File: src/rtl/common_pkg.sv
// Shared parameter-legality checks and width helpers.
`ifndef V
`define V(x) [(x)-1:0]
`endif
package common_pkg;

  function automatic bit check_param_pos(int v);
    return v >= 1;
  endfunction

  function automatic bit check_param_pos2exp(int v);
    return (v >= 1) && ((v & (v - 1)) == 0);
  endfunction

  function automatic bit check_param_range(int v, int lo, int hi);
    return (v >= lo) && (v <= hi);
  endfunction

  function automatic bit check_param_2(int v);
    return (v == 0) || (v == 1);
  endfunction

  function automatic int cnt_w(int depth);
    return $clog2(depth + 1);
  endfunction

endpackage

File: src/rtl/elastic_fifo_pkg.sv
// Default parameter values for elastic_fifo; behaviour is parameter-driven.
package elastic_fifo_pkg;

  localparam int DefW     = 32;
  localparam int DefDepth = 4;
  localparam int DefFwft  = 1;

endpackage

File: src/rtl/elastic_fifo_mem.sv
// Depth x W flop array: one write port, one combinational read port.
`ifndef V
`define V(x) [(x)-1:0]
`endif
module fifo_mem
  import common_pkg::*;
#(
  parameter int W     = 32,
  parameter int Depth = 4,
  localparam int PW   = $clog2(Depth)
) (
  input  logic           clk,
  input  logic           we_i,
  input  logic [PW-1:0]  waddr_i,
  input  logic `V(W)     wdata_i,
  input  logic [PW-1:0]  raddr_i,
  output logic `V(W)     rdata_o
);

  logic `V(W) mem_q [Depth];

  always_ff @(posedge clk) begin
    if (we_i) mem_q[waddr_i] <= wdata_i;
  end

  assign rdata_o = mem_q[raddr_i];

endmodule

File: src/rtl/elastic_fifo.sv
// Synchronous ready/valid FIFO with registered head, occupancy and sticky err.
`ifndef V
`define V(x) [(x)-1:0]
`endif
module elastic_fifo
  import common_pkg::*;
  import elastic_fifo_pkg::*;
#(
  parameter int W     = DefW,
  parameter int Depth = DefDepth,
  parameter int Afull = Depth - 1,
  parameter int Fwft  = DefFwft,
  localparam int CW   = cnt_w(Depth),
  localparam int PW   = $clog2(Depth)
) (
  input  logic                  clk,
  input  logic                  rst_n,
  input  logic                  flush,
  input  logic                  in_v,
  output logic                  in_rdy,
  input  logic `V(W)            in_data,
  output logic                  out_v,
  input  logic                  out_rdy,
  output logic `V(W)            out_data,
  output logic `V(cnt_w(Depth)) count,
  output logic                  afull,
  output logic                  err
);

  if (!check_param_pos(W)) begin : g_bad_w
    $error("elastic_fifo: W must be >= 1");
  end
  if (!check_param_pos2exp(Depth) || !check_param_range(Depth, 2, 1 << 30)) begin : g_bad_d
    $error("elastic_fifo: Depth must be a power of two >= 2");
  end
  if (!check_param_range(Afull, 1, Depth)) begin : g_bad_af
    $error("elastic_fifo: Afull out of range");
  end
  if (!check_param_2(Fwft)) begin : g_bad_fwft
    $error("elastic_fifo: Fwft must be 0 or 1");
  end

  localparam logic [CW-1:0] DepthC = CW'(Depth);
  localparam logic [CW-1:0] AfullC = CW'(Afull);
  localparam logic [CW-1:0] OneC   = CW'(1);

  logic [CW-1:0] count_q, count_d;
  logic [PW-1:0] rd_q, rd_d, wr_q, wr_d;
  logic `V(W)    data_q, data_d, rdata;
  logic          err_q, err_d;
  logic          stall_q;
  logic `V(W)    sdata_q;
  logic          in_hs, out_hs;

  assign in_rdy   = count_q != DepthC;
  assign out_v    = count_q != '0;
  assign afull    = count_q >= AfullC;
  assign count    = count_q;
  assign out_data = data_q;
  assign err      = err_q;

  assign in_hs  = in_v && in_rdy;
  assign out_hs = out_v && out_rdy;

  fifo_mem #(.W(W), .Depth(Depth)) u_mem (
    .clk     (clk),
    .we_i    (in_hs && !flush),
    .waddr_i (wr_q),
    .wdata_i (in_data),
    .raddr_i (rd_q + PW'(1)),
    .rdata_o (rdata)
  );

  // Head register mirrors mem[rd]; the entry after it is read ahead on pop.
  always_comb begin
    count_d = count_q;
    rd_d    = rd_q;
    wr_d    = wr_q;
    data_d  = data_q;
    if (flush) begin
      count_d = '0;
      rd_d    = '0;
      wr_d    = '0;
    end else begin
      count_d = count_q + CW'(in_hs) - CW'(out_hs);
      if (in_hs) wr_d = wr_q + PW'(1);
      if (out_hs) rd_d = rd_q + PW'(1);
      if (in_hs && (count_q == '0 || (count_q == OneC && out_hs)))
        data_d = in_data;
      else if (out_hs && count_q > OneC)
        data_d = rdata;
    end
  end

  // Protocol monitor: data must hold while stalled; no pop request when empty.
  always_comb begin
    err_d = err_q;
    if (out_rdy && !out_v) err_d = 1'b1;
    if (stall_q && in_v && in_data != sdata_q) err_d = 1'b1;
  end

  always_ff @(posedge clk) begin
    if (!rst_n) begin
      count_q <= '0;
      rd_q    <= '0;
      wr_q    <= '0;
      data_q  <= '0;
      err_q   <= 1'b0;
      stall_q <= 1'b0;
      sdata_q <= '0;
    end else begin
      count_q <= count_d;
      rd_q    <= rd_d;
      wr_q    <= wr_d;
      data_q  <= data_d;
      err_q   <= err_d;
      stall_q <= in_v && !in_rdy;
      sdata_q <= in_data;
    end
  end

endmodule
File: config.mk
export PLATFORM = sky130hd
export DESIGN_NAME = elastic_fifo
export DESIGN_NICKNAME = d
export VERILOG_FILES = /design/src/rtl/common_pkg.sv /design/src/rtl/elastic_fifo_pkg.sv /design/src/rtl/elastic_fifo_mem.sv /design/src/rtl/elastic_fifo.sv
export SDC_FILE = /design/constraint.sdc
export NUM_CORES = 1
export LEC_CHECK = 0
export BUFFER_PORTS_ARGS = -buffer_cell sky130_fd_sc_hd__clkbuf_2
export CORE_UTILIZATION = 58
export CTS_CLUSTER_DIAMETER = 200
export DETAILED_ROUTE_END_ITERATION = 12
export PLACE_DENSITY = 0.85
export SKIP_LAST_GASP = 1
export SLEW_MARGIN = 20
export SYNTH_ARGS = -nofsm -noshare
export SYNTH_HDL_FRONTEND = slang
export SYNTH_SLANG_ARGS = --single-unit
File: constraint.sdc
create_clock -name clk -period 2.5 [get_ports clk]
set_clock_uncertainty 0.1 [all_clocks]
set_input_delay 0.5 -clock clk [delete_from_list [all_inputs] [get_ports clk]]
set_output_delay 0.5 -clock clk [all_outputs]
set_load 0.01 [all_outputs]
==> impl_metrics.ini <==
[outcome]
status = finished clean

[setup_path]
path_cells = inv_1 > or3_1 > nand2_2 > xor2_1 > ha_1 > inv_1 > fa_1 > xnor2_1 > nor2_1
arrival_ps = 2570
start_kind = register
cp_slowest_cell = or3_1
required_ps = 2770
crit_top_cell = inv_1
worstPathMaxFanout = 6
worstSetupEndpointType = register
criticalPathCategory = reg -> reg
cpPeakStageDelay_ps = 420

[synth]
synth_warnings = 0
synthesis.nets = 567
syn_area_um2 = 7800
yosysSeqAreaShare_pct = 68.0
ys_ff_latch = 201
yosysUniqueCellTypes = 26
synth_cells = 521
syn_avg_cell_area_um2 = 15.0

[timing]
drv_slew = 0
fmax_ghz = 0.435
slew_headroom_pct = 64.8
period_share_pct = 92.0
rsz0062_at_grt = false
hold_violations = 0
holdWs_ps = 199
fin_ws_ps = 200
tightest_slew_ps = 528
setup_viol = 0
min_period_ps = 2300
fin_tns_setup_ps = 0

[power]
leakage_nw = 3.67
p_per_area_nw_per_um2 = 809
vdd_drop_max_mv = 0.634

[min_path]
min_path_type = in -> reg

[placed_design]
hpwl_um = 9790
numPortBuffers = 75
dp.cells = 751
place_congestion = 0.789
pre_cts_ws_ps = 171

[route]
via_count = 4619
wl_per_cell_um = 21.2
drc = 0
drt-total-wl_um = 16700
drt_pass1_iterations = 5
ant_nets = 0
drtIter0Drc = 332
viasPerCell = 5.87

[final_layout]
instances_no_fill = 787
final_common_cell = edfxtp_1
diodes = 0
final_cell_mix = 128 x edfxtp_1, 75 x clkbuf_2, 72 x dfxtp_1
fin_nets = 647
fin_util_pct = 70.5
syn_to_final_growth_pct = 16.4
drive_above_1_share_pct = 25.4
nFillCells = 834

[floorplanning]
io_pins = 76
core_area_um2 = 12900
placementRows = 41
die_height_um = 118
fp.dieArea_um2 = 13900
die_width_um = 118
start_util_pct = 60.6

[clock_tree]
cts.sinks = 201
cts.htree.levels = 1
cts_tree = yes
cts-root-buf = clkbuf_16
cts_buffer_depth = 3
cts_buffers = 20
clkTransAtPathRegs_ps = 60
cts_setup_buffers = 0
insertion_delay_ps = 490

[grt]
overflow = 0
grt_start_max_net_pins = 52
grt_antenna_before_repair = 0
grt_pass1_vias = 4813
grt_use_total_pct = 24.7
grt_pass1_wl_um = 26200

[run]
drv_cap = 0
==> per-stage QoR <==
step                      total power (W)  instance area (µm²)
after CTS                         0.00740                 9070
final                             0.00734                 9080
after detailed placement          0.00433                 8390
after global routing              0.00756                 9080
after global placement            0.00429                 8390
after floorplan                   0.00409                 7800
==> synthesized netlist by cell type (all sizes together) <==
master,count,area [µm²]
edfxtp,128,3840
dfxtp,73,1460
nand2,72,270
and2,37,231
xor2,35,307
nand3,34,170
mux4,32,721
o211a,32,320
buf,16,77.6
clkbuf,13,48.8
nor2,9,33.8
ha,8,100
nor4,8,50.1
inv,7,26.3
a21oi,3,26.3
nand2b,2,12.5
nand4,2,12.5
o21ai,2,10.0
or3,2,12.5
xnor2,2,17.5
a221o,1,10.0
fa,1,20.0
nor3b,1,7.51
o2111ai,1,8.76
==> flip-flops by register name (all words and copies together) (netlist names) <==
register / count
rd_q: 2
wr_q: 2
sdata_q: 32
count: 3
err: 1
out_data: 32
stall_q: 1
u_mem.mem_q: 128
==> area by class of cell <==
type                            count  area (µm²)  area share (%)
Tap cell                          172         215            2.37
Multi-Input combinational cell    284        2340            25.8
Clock buffer                       27         588            6.48
Inverter                            7        26.3           0.289
Timing Repair Buffer               87         503            5.54
Clock inverter                      9        95.1            1.05
Sequential cell                   201        5310            58.5
==> cell families after synthesis <==
logic type               count (synthesis)  share of synthesized area, %
multiplexers                            32                          9.24
flip-flops                             201                          68.0
AO/OA/AOI/OAI                           39                          4.81
XOR/XNOR                                37                          4.16
AND/OR/NAND/NOR                        167                          10.3
buffers and inverters                   36                          1.96
adder cells (fa/ha/maj)                  9                          1.54
==> what timing repair did <==
| action | 4_1_cts | 5_1_grt |
|---|---|---|
| hold buffers | 0 | 0 |
| setup endpoints to repair | 0 | 1 |
| gates resized for setup | 0 | 1 |
==> routing by layer <==
| metal | wire, µm | vias up | share of wire [%] | track usage (%) |
|---|---|---|---|---|
| met2 | 8570 | 189 | 51 | 43.3 |
| met4 | 475 | 0 | 2.8 | 8.57 |
| li1 | - | 2074 | - | - |
| met5 | 0 | - | 0 | 0 |
| met3 | 1110 | 45 | 6.7 | 4.36 |
| met1 | 6510 | 2311 | 39 | 30.7 |
==> where the power goes <==
group / switching (W) / leakage (nW) / internal, W
Clock: 0.00122 / 0.346 / 0.00186
Combinational: 0.000348 / 1.56 / 0.000207
Sequential: 0.0000601 / 1.77 / 0.00365
Total: 0.00163 / 3.67 / 0.00572
==> worst paths after layout <==
kind,from,slack (ps),cells past startpoint,to
worst max-delay path,count[2],200,9,count[2]
worst min-delay path,in_data[24],200,1,u_mem.mem_q[2][24]
worst max register to register,count[2],200,9,count[2]
worst min register to register,stall_q,360,2,err
==> critical path, delay by kind of cell, from the launching register on <==
| family | cells | cell delay [ps] |
|---|---|---|
| XOR/XNOR | 2 | 350 |
| flip-flops | 1 | 370 |
| buffers and inverters | 2 | 190 |
| AND/OR/NAND/NOR | 3 | 620 |
| adder cells (fa/ha/maj) | 2 | 550 |
No activity file was read; power rests on OpenSTA's default activity.
